File: src/rtl/logic_unit_pipe.sv
// rtl/logic_unit_pipe.sv - two-stage pipelined bitwise logic unit with tag pass-through and result flags
module logic_unit_pipe #(
    parameter int WIDTH = 8,
    parameter int TAG_W = 4
) (
    input  logic                       clk,
    input  logic                       rst_n,
    input  logic                       in_valid,
    output logic                       in_ready,
    input  logic [2:0]                 in_op,
    input  logic [WIDTH-1:0]           in_a,
    input  logic [WIDTH-1:0]           in_b,
    input  logic [TAG_W-1:0]           in_tag,
    output logic                       out_valid,
    input  logic                       out_ready,
    output logic [WIDTH-1:0]           out_result,
    output logic [TAG_W-1:0]           out_tag,
    output logic                       out_zero,
    output logic                       out_ones,
    output logic                       out_parity,
    output logic [$clog2(WIDTH+1)-1:0] out_pop
);
    localparam int POP_W = $clog2(WIDTH + 1);

    typedef enum logic [2:0] {
        OP_AND  = 3'b000,
        OP_OR   = 3'b001,
        OP_XOR  = 3'b010,
        OP_XNOR = 3'b011,
        OP_NAND = 3'b100,
        OP_NOR  = 3'b101,
        OP_NOTA = 3'b110,
        OP_PASS = 3'b111
    } op_e;

    logic             adv;
    logic [WIDTH-1:0] op_result;

    logic             s1_valid;
    logic [WIDTH-1:0] s1_result;
    logic [TAG_W-1:0] s1_tag;

    logic             s1_zero;
    logic             s1_ones;
    logic             s1_parity;
    logic [POP_W-1:0] s1_pop;

    logic             s2_valid;
    logic [WIDTH-1:0] s2_result;
    logic [TAG_W-1:0] s2_tag;
    logic             s2_zero;
    logic             s2_ones;
    logic             s2_parity;
    logic [POP_W-1:0] s2_pop;

    // The whole pipe moves in lockstep; only a held output blocks it.
    assign adv      = ~s2_valid | out_ready;
    assign in_ready = adv;

    always_comb begin
        op_result = '0;
        case (op_e'(in_op))
            OP_AND:  op_result = in_a & in_b;
            OP_OR:   op_result = in_a | in_b;
            OP_XOR:  op_result = in_a ^ in_b;
            OP_XNOR: op_result = ~(in_a ^ in_b);
            OP_NAND: op_result = ~(in_a & in_b);
            OP_NOR:  op_result = ~(in_a | in_b);
            OP_NOTA: op_result = ~in_a;
            OP_PASS: op_result = in_a;
            default: op_result = '0;
        endcase
    end

    // Data is only loaded for real ops so a garbage op code on an idle bus never reaches state.
    always_ff @(posedge clk or negedge rst_n) begin
        if (!rst_n) begin
            s1_valid  <= 1'b0;
            s1_result <= '0;
            s1_tag    <= '0;
        end else if (adv) begin
            s1_valid <= in_valid;
            if (in_valid) begin
                s1_result <= op_result;
                s1_tag    <= in_tag;
            end
        end
    end

    always_comb begin
        s1_pop = '0;
        for (int i = 0; i < WIDTH; i++) begin
            s1_pop = s1_pop + POP_W'(s1_result[i]);
        end
        s1_zero   = ~|s1_result;
        s1_ones   = &s1_result;
        s1_parity = ^s1_result;
    end

    always_ff @(posedge clk or negedge rst_n) begin
        if (!rst_n) begin
            s2_valid  <= 1'b0;
            s2_result <= '0;
            s2_tag    <= '0;
            s2_zero   <= 1'b1;
            s2_ones   <= 1'b0;
            s2_parity <= 1'b0;
            s2_pop    <= '0;
        end else if (adv) begin
            s2_valid  <= s1_valid;
            s2_result <= s1_result;
            s2_tag    <= s1_tag;
            s2_zero   <= s1_zero;
            s2_ones   <= s1_ones;
            s2_parity <= s1_parity;
            s2_pop    <= s1_pop;
        end
    end

    assign out_valid  = s2_valid;
    assign out_result = s2_result;
    assign out_tag    = s2_tag;
    assign out_zero   = s2_zero;
    assign out_ones   = s2_ones;
    assign out_parity = s2_parity;
    assign out_pop    = s2_pop;

endmodule
File: config.mk
export PLATFORM = sky130hd
export DESIGN_NAME = logic_unit_pipe
export DESIGN_NICKNAME = d
export VERILOG_FILES = /design/src/rtl/logic_unit_pipe.sv
export SDC_FILE = /design/constraint.sdc
export NUM_CORES = 1
export LEC_CHECK = 0
export ABC_AREA = 1
export CAP_MARGIN = 20
export CORE_MARGIN = 8
export CORE_UTILIZATION = 48
export DETAILED_ROUTE_END_ITERATION = 16
export PLACE_DENSITY = 0.81
export SYNTH_ARGS = -nofsm -noshare
export SYNTH_HDL_FRONTEND = slang
export SYNTH_SLANG_ARGS = --single-unit
export TNS_END_PERCENT = 5
File: constraint.sdc
create_clock -name clk -period 2.6 [get_ports clk]
set_input_delay 0.26 -clock clk [delete_from_list [all_inputs] [get_ports clk]]
set_output_delay 0.26 -clock clk [all_outputs]
set_load 0.02 [all_outputs]
==> flow_summary_export.csv <==
group,metric,value,unit
status,status,"finished, violations left",
status,violations,"setup timing",
synth,synth_fp_nets,426,
clock_tree,cts.path.max_buffers,2,
setup_path,cp_num_cells,9,
setup_path,rr_worst_depth,9,
synth,synth_edf_count,0,
power_and_ir_drop,ir_drop,335,µV
clock_tree,cts_tree,"built",
floorplanning,start_util,48.6,%
cells_and_area,fin_nets,473,
detailed_routing,wl_per_cell,11.9,µm
power_and_ir_drop,clkPwrFrac,17.9,%
timing,timing.fmax,353,MHz
grt,track_usage,14.9,%
setup_path,reg2reg_slack,-0.23,ns
setup_path,crit_path_end_kind,"flop",
setup_path,crit_top_cell,"fa_1",
synth,synthXorXnorAreaFrac,1.33,%
power_and_ir_drop,power_density,628,mW/mm²
floorplanning,die_y,90.0,µm
synth,yosysWarningCount,0,
grt,grt_pass1_wl,10500,µm
power_and_ir_drop,leakage,1.80,nW
worst_hold_path,hp-class,"input port to asynchronous set/reset pin",
grt,grt_max_degree,34,
setup_path,cp-start-kind,"flop",
placement,gp_congestion,0.810,
setup_path,critPathMaxFanout,2,
timing,rsz0062_at_grt,"true",
timing,tns,-0.451,ns
job,drv_cap,0,
clock_tree,hold_buffers,0,
setup_path,setup.worst_path.end,"out_pop[1]",
placement,hpwl,4500,µm
timing,fin_skew,0.00413,ns
clock_tree,clkLatencyLatePin,0.28,ns
detailed_routing,via_count,2399,
setup_path,cpPeakStageDelay,0.53,ns
setup_path,slowest_stage,"fa_1",
floorplanning,num_io_pins,48,
power_and_ir_drop,seqPwrFrac,34.5,%
power_and_ir_drop,switching_share,38.2,%
placement,port_buffers,47,
power_and_ir_drop,p_int,1.26,mW
timing,setup_viol,2,
detailed_routing,remaining_drc_errors,0,
synth,ys_ff_latch,33,
detailed_routing,routed_wl,5820,µm
setup_path,cp.required,2.77,ns
setup_path,cp-startpoint,"s1_result[0]",
floorplanning,die_w,90.0,µm
timing,hold_viol_final,0,
timing,max-slew-margin-rel,44.6,%
synth,synth_compound_area_share,4.57,%
setup_path,worstReg2RegStart,"s1_result[0]",
cells_and_area,num-fill-cells,515,
synth,synth.avg_cell_area,7.14,µm²
detailed_routing,via_per_inst,4.92,
synth,synth_cell_types,25,
cells_and_area,num_antenna_cells,0,
cells_and_area,final_area,0.00324,mm²
timing,finalCriticalPeriod,2.83,ns
grt,first_global_vias,2439,
synth,muxShareOfSynthArea,0,%
synth,synthCells,368,
synth,synthSimpleGateAreaFrac,32.5,%
clock_tree,path_clk_slew,0.07,ns
synth,netlist_area,0.00263,mm²
clock_tree,cts.sink_count,33,
floorplanning,std_cell_rows,27,
power_and_ir_drop,combPwrFrac,47.6,%
timing,fin_crit_sh,109,%
setup_path,critical_path_arrival,3.00,ns
clock_tree,numCtsBuffers,5,
synth,synth-adder-area-share,15.9,%
grt,grt-ovfl-total,0,
setup_path,cp_num_buf_inv,3,
setup_path,worst_r2r_endpoint,"out_pop[1]",
timing,fin_ws,-0.234,ns
power_and_ir_drop,finalPower,2.03,mW
detailed_routing,antenna_left,0,
timing,slew_violations,0,
detailed_routing,first_pass_iters,4,
synth,synth_ff_type,"dfrtp_1",
synth,ys_async_sr_fraction,100,%
synth,synth_top_family_by_area,"simple AND/OR/NAND/NOR gates",
power_and_ir_drop,switching_power,0.778,mW
clock_tree,postCtsSetupRepairBufs,0,
clock_tree,root_buffer,"clkbuf_8",
setup_path,cp_cell_sequence,"fa_1, inv_1, fa_1, fa_1, inv_1, ha_2, inv_2, fa_2, o21ai_1",
placement,dpl_cell_area,0.00316,mm²
setup_path,worstSetupPathType,"flop to flop",
cells_and_area,syn_to_final_growth,23.4,%
setup_path,cp_top_family,"adder cells",
clock_tree,ctsHtreeMaxLevel,2,
placement,dp_slack,-0.310,ns
detailed_routing,drtIter0Drc,96,
cells_and_area,drive_above_1_share,6.73,%
floorplanning,core,0.00541,mm²
timing,worstMarginPinSlew,0.829,ns
floorplanning,dieArea,0.00809,mm²
grt,antenna_found_initial,0,
synth,yosysSeqAreaShare,31.5,%
-- repair_timing --
item | CTS | global route
pin swaps | 1 | 0
gates resized for setup | 1 | 3
setup endpoints to repair | 2 | 3
-- metrics by stage --
step                hold WS [ns]  util, %  instances
floorplan                -0.0356        -        368
global placement           0.450     58.4        480
detailed placement         0.450     58.4        480
CTS                        0.398     59.9        488
global route               0.431     60.0        488
finish                     0.381     60.0        488
-- sequential cells by signal (all words and copies together), names as in the netlist --
register	cells
s1_tag	4
out_pop	4
out_valid	1
s1_valid	1
out_result	8
out_tag	4
out_ones	1
s1_result	8
out_parity	1
out_zero	1
-- power by group through the flow --
stage	sequential [mW]	combinational [mW]	clock, mW
6_report	0.702	0.970	0.364
5_1_grt	0.720	1.10	0.390
4_1_cts	0.704	0.978	0.370
3_5_place_dp	0.713	0.973	0
3_3_place_gp	0.708	0.916	0
2_1_floorplan	0.805	0.500	0
-- cell type report --
cell class              count  area (µm²)  area share (%)
multi-input cells         248        1430            44.2
flip-flops and latches     33         827            25.5
repair buffers             57         546            16.8
inverters                  70         265            8.18
well taps                  72        90.1            2.78
clock buffers               6        72.6            2.24
clock inverters             2        10.0           0.309
-- worst min-delay path by stage --
stage / to / slack [ns] / cells after the start
detailed placement: out_valid / 0.45 / 2
finish: out_pop[2] / 0.38 / 2
global route: out_pop[2] / 0.43 / 2
global placement: out_valid / 0.45 / 2
floorplan: out_ones / -0.04 / 0
CTS: s1_tag[2] / 0.40 / 2
-- routing by layer --
layer  routed length, µm  global-route usage, %  part of all wire, %
met1                2650                   17.1                   45
met2                2860                   26.3                   49
met3                 235                   3.33                  4.0
met4                  79                   5.96                  1.4
met5                   0                      0                    0
-- synthesized netlist by cell type, drive strengths merged, types with 2 or more instances --
cell type  count  area share (%)
nand2        118              17
inv           69              10
dfrtp         32              30
nand4         32             7.6
ha            27              13
o21ai         23             4.4
nor2          21             4.3
nand3         18             3.4
buf           14             3.7
fa             4             3.0
clkbuf         3            0.43
xnor2          2            0.67
xor2           2            0.67
-- cell families (layout without fill, tap and decap cells) --
group / count (synthesis) / after routing
buffers and inverters: 87 / 135
flip-flops: 33 / 33
AO/OA/AOI/OAI: 24 / 24
adder cells (fa/ha/maj): 31 / 31
XOR/XNOR: 4 / 4
AND/OR/NAND/NOR: 189 / 189
-- cells in the final DEF, fill, tap and decap left out --
cell             count
nand2_1            117
inv_1               66
clkdlybuf4s50_1     47
nand4_1             32
dfrtp_1             32
ha_1                26
nand3_1             18
nor2_1              17
o21ai_0             13
o21ai_1             10
buf_4               10
clkbuf_8             5
fa_1                 3
inv_2                2
nor2_4               2
xnor2_1              2
xor2_1               2
clkinv_2             2
nor2_2               1
clkinv_1             1
inv_4                1
nor2_8               1
nand2_4              1
a21oi_1              1
fa_2                 1
ha_2                 1
clkbuf_1             1
dfstp_2              1
-- worst register-to-register path: cells and delay by family, from the launching register on --
| family | cells | cell delay [ns] |
|---|---|---|
| compound gates | 1 | 0.06 |
| fa+ha+maj | 5 | 2.13 |
| flops | 1 | 0.40 |
| buf+inv | 3 | 0.16 |
(Power assumes the default switching activity.)
==> RTL change 1, RTL diff (same flow settings) <==
Make the reset (`rst_n`) synchronous in 2 clocked blocks.
--- a/src/rtl/logic_unit_pipe.sv
+++ b/src/rtl/logic_unit_pipe.sv
@@ -75,3 +75,3 @@
     // Data is only loaded for real ops so a garbage op code on an idle bus never reaches state.
-    always_ff @(posedge clk or negedge rst_n) begin
+    always_ff @(posedge clk) begin
         if (!rst_n) begin
@@ -99,3 +99,3 @@
 
-    always_ff @(posedge clk or negedge rst_n) begin
+    always_ff @(posedge clk) begin
         if (!rst_n) begin
Formal check against the unedited RTL: differs if rst_n is asserted again (counterexample within 4 cycles, from zero or initial values and one cycle with rst_n low); with rst_n held inactive, the same outputs for 10 cycles.
==> RTL change 1 against the original RTL <==
The run still ends with setup timing left; area after synthesis shrank 3.9%; sequential cell count is the same; largest cell class unchanged; final cell count shrank 0.20%; worst setup slack gained 99 ps; final area shrank 3.7%; wire length grew 3.6%; utilization grew 1.1 points.
Power is not compared: it rests on default switching activity, and its combinational part moved more than twofold at a synthesized area within 25%.
==> RTL change 1: results (changes against the original RTL) <==
Finish-stage setup viols 2 (unchanged); Final WS setup -135 ps (+98.7 ps); Filler Cell Count 490 (-4.9%); top cells by count, synth inv_1 (68), nand2_1 (67), nor2_1 (38); Inst Count DP 481 (+0.21%); vias in the first global route 2365 (-3.0%); DP Wirelength 4590 um (+2.0%); clock skew 2.91 ps (-1.22 ps); Reg-to-Reg End out_pop[1]; Least-Margin Pin Slew 522 ps (-307 ps); setup tns final -268 ps (+183 ps); GRT Util Overall 16.6% (+1.6 points); DR iter-0 viols 147 (+53%); Post-Syn Area per Cell 6.77 um^2 (-5.2%); WL final 6030 um (+3.6%); Worst EP arrival 2910 ps (-90 ps); outcome complete, but fails checks; Hold Path Class flip-flop to flip-flop; layout cells sized above 1 6.47% (-0.26 points); Syn Nets 431 (+1.2%); Min Hold Slack 470 ps (+89.3 ps); Vias 2486 (+3.6%); top post-synthesis cells by area dfxtp_1 (26%), ha_1 (13%), inv_1 (10%); register area share after synthesis 26.2% (-5.3 points); failing checks setup timing; Final Wtd Congestion 0.855 (+5.6%)
RTL change 1: cell type report:
| class | count | area, um^2 | area share [%] |
|---|---|---|---|
| Clock buffer | 5 | 68.8 | 2.20 |
| Clock inverter | 1 | 5.00 | 0.160 |
| Inverter | 71 | 267 | 8.54 |
| Multi-Input combinational cell | 249 | 1480 | 47.4 |
| Sequential cell | 33 | 662 | 21.2 |
| Tap cell | 70 | 87.6 | 2.81 |
| Timing Repair Buffer | 58 | 553 | 17.7 |
RTL change 1: cells by family (layout without fill, tap and decap cells):
group | count (synthesis) | in the layout | share of synthesized area (%)
XOR/XNOR | 4 | 4 | 1.39
AND/OR/NAND/NOR | 160 | 160 | 29.5
adder cells (fa/ha/maj) | 31 | 31 | 16.6
flip-flops | 33 | 33 | 26.2
AO/OA/AOI/OAI | 54 | 54 | 11.0
buffers and inverters | 91 | 135 | 15.4
RTL change 1: what timing repair did:
item | in CTS | in global routing
gates cloned | 0 | 0
endpoints found under the setup margin | 2 | 2
endpoints found under the hold margin | 0 | 0
resized for setup | 0 | 2
RTL change 1: routing by layer:
| layer | vias up | share of wire (%) | GRT usage (%) |
|---|---|---|---|
| met5 | - | 0 | 0 |
| met4 | 0 | 1.2 | 5.68 |
| met3 | 5 | 5.4 | 4.36 |
| met2 | 63 | 49 | 28.8 |
| met1 | 1131 | 44 | 19.1 |
| li1 | 1287 | - | - |
RTL change 1: worst max-delay path by stage:
stage	endpoint	slack, ps	cells after the start	from
global route	out_pop[2]	-250	10	s1_result[0]
CTS	out_pop[2]	-150	10	s1_result[0]
floorplan	out_pop[1]	-100	9	s1_result[0]
detailed placement	out_pop[2]	-150	10	s1_result[0]
global placement	out_pop[1]	-120	9	s1_result[0]
finish	out_pop[1]	-140	9	s1_result[0]
==> RTL change 2, RTL diff (same flow settings) <==
Made on the original files. `TAG_W`: 4 -> 5.
--- a/src/rtl/logic_unit_pipe.sv
+++ b/src/rtl/logic_unit_pipe.sv
@@ -3,3 +3,3 @@
     parameter int WIDTH = 8,
-    parameter int TAG_W = 4
+    parameter int TAG_W = 5
 ) (
Interface: changed (resized in_tag and out_tag); port bits go from 48 to 50. No check against the original RTL was run, so the function may have changed too.
==> RTL change 2 against the original RTL <==
The run still ends with setup timing left; total power is 11% higher; final cell count is 1.8% higher; utilization is 1.6 points higher; worst setup slack better by 16 ps; area after synthesis is 3.8% higher; wire length is 7.1% higher; sequential cell count is 2 higher; final area is 4.6% higher; first-iteration DRC count is 9.4% higher; sequential share of layout area is 0.36 points higher; worst hold slack worse by 2.5 ps; sequential power is 6.4% higher; critical endpoint unchanged; highest routed layer unchanged.
==> RTL change 2: results (changes against the original RTL) <==
Inst Count DP 489 (+1.9%); ys async rst share 100% (unchanged); dominant synthesized flop cell dfrtp_1; clock root buffer clkbuf_8; register area share after synthesis 32.2% (+0.69 points); layout cells sized above 1 8.00% (+1.3 points); CTS Buf Count 5 (unchanged); ant diodes 0 (unchanged); Syn Nets 436 (+2.3%); Min Hold Slack 378 ps (-2.46 ps); H-Tree Depth 2 (unchanged); top post-synthesis cells by area dfrtp_1 (31%), nand2_1 (17%), ha_1 (12%); Reg2Reg Depth 9 (unchanged); clock skew 7.16 ps (+3.02 ps); Reg-to-Reg End out_pop[1]; top cells by count, synth nand2_1 (124), inv_1 (67), dfrtp_1 (34), nand4_1 (34), ha_1 (27); Hold Path Class input pin to async pin; CP max FO 2 (unchanged); Routed Antenna Nets 0 (unchanged); first-pass detailed-route iteration total 4 (unchanged); Placement Setup Slack -288 ps (+22.2 ps); via/cell ratio 5.02 (+2.2%); NumNets Final 484 (+2.3%); outcome complete, but fails checks; initial antenna violation count 0 (unchanged); Worst EP arrival 2990 ps (about the same); DP Wirelength 4690 um (+4.3%); DR iter-0 viols 105 (+9.4%); failing checks setup timing; largest net degree at the start of global routing 36 (+5.9%); VDD IR-drop max 0.357 mV (+6.4%); GRT Util Overall 15.5% (+0.59 points); static leakage 1.87 nW (+3.8%); Clk pin slew, worst setup/hold paths 70 ps (about the same); Least-Margin Pin Slew 618 ps (-210 ps); WL final 6230 um (+7.1%); count of different cell masters after synthesis 23 (-8.0%); first-pass GRT wire length 10900 um (+4.3%); Final WS setup -217 ps (+16.3 ps); Final Wtd Congestion 0.826 (+1.9%); Post-Syn Area per Cell 7.23 um^2 (+1.3%); DP Area 3260 um^2 (+3.4%); Crit Reg-Reg Startpoint s1_result[0]; clock latency on the worst-skew pair 290 ps; Internal 0.00143 W (+14%); yosys warns 0 (unchanged); Vias 2497 (+4.1%); CTS max path bufs 2 (unchanged); Finish-stage setup viols 2 (unchanged); port bufs 49 (+4.3%)
## RTL change 2: changes by cell type after synthesis, moves of 2 or more
cell and delta:
dfrtp_1 +2, inv_2 +2, nand2_1 +7, nand3_1 -2, nand4_1 +2, nor2_4 +2
o21ai_1 -3, o21ai_2 +3
## RTL change 2: area by class of cell
cell class / count / area (um^2)
Tap cell: 72 / 90.1
Sequential cell: 35 / 877
Clock buffer: 6 / 72.6
Clock inverter: 1 / 30.0
Inverter: 70 / 263
Multi-Input combinational cell: 254 / 1490
Timing Repair Buffer: 59 / 566
Fill cell: 493 / 2120
## RTL change 2: stage by stage
stage,util [%],TNS (ps)
6_report,61.6,-394
4_1_cts,61.3,-470
5_1_grt,61.6,-663
3_3_place_gp,59.3,-421
3_5_place_dp,59.3,-554
2_1_floorplan,-,-394
## RTL change 2: what timing repair did
action                                  in CTS  in global routing
pin swaps                                    1                  1
buffers inserted                             1                  0
gates resized for setup                      4                  4
endpoints found under the setup margin       2                  3
## RTL change 2: power by group through the flow
stage	Clock, W	Combinational, W	Sequential [W]
4_1_cts	0.000476	0.00102	0.000747
6_report	0.000465	0.00104	0.000747
3_3_place_gp	0	0.000941	0.000746
3_5_place_dp	0	0.000985	0.000756
2_1_floorplan	0	0.000513	0.000849
5_1_grt	0.000498	0.00118	0.000761
## RTL change 2: worst max-delay path by stage
stage	startpoint	endpoint	slack, ps	depth (start not counted)
after floorplan	s1_result[0]	out_pop[1]	-210	9
after global placement	s1_result[0]	out_pop[1]	-220	9
after detailed placement	s1_result[0]	out_pop[1]	-290	9
after CTS	s1_result[0]	out_pop[1]	-250	9
after global routing	s1_result[0]	out_pop[1]	-320	9
final	s1_result[0]	out_pop[1]	-220	9
## RTL change 2: cells by family after synthesis
| kind of cell | share of synthesized area (%) |
|---|---|
| adder cells (fa/ha/maj) | 15.3 |
| XOR/XNOR | 1.29 |
| buffers and inverters | 13.7 |
| AO/OA/AOI/OAI | 4.64 |
| flip-flops | 32.2 |
| AND/OR/NAND/NOR | 32.8 |
## RTL change 2: routing by layer
metal | vias to the layer above | routed length, um | track usage [%]
met5 | - | 0 | 0
met4 | 0 | 122 | 7.23
li1 | 1274 | - | -
met2 | 73 | 3120 | 27.9
met3 | 8 | 349 | 2.96
met1 | 1142 | 2650 | 17.2
## RTL change 2: critical path, stage by stage, from the launching register on
cell     delay, ps
dfrtp_1        400
fa_1           530
inv_1           50
fa_1           490
fa_1           420
inv_2           80
ha_4           130
inv_2           40
fa_2           510
o21ai_1         60
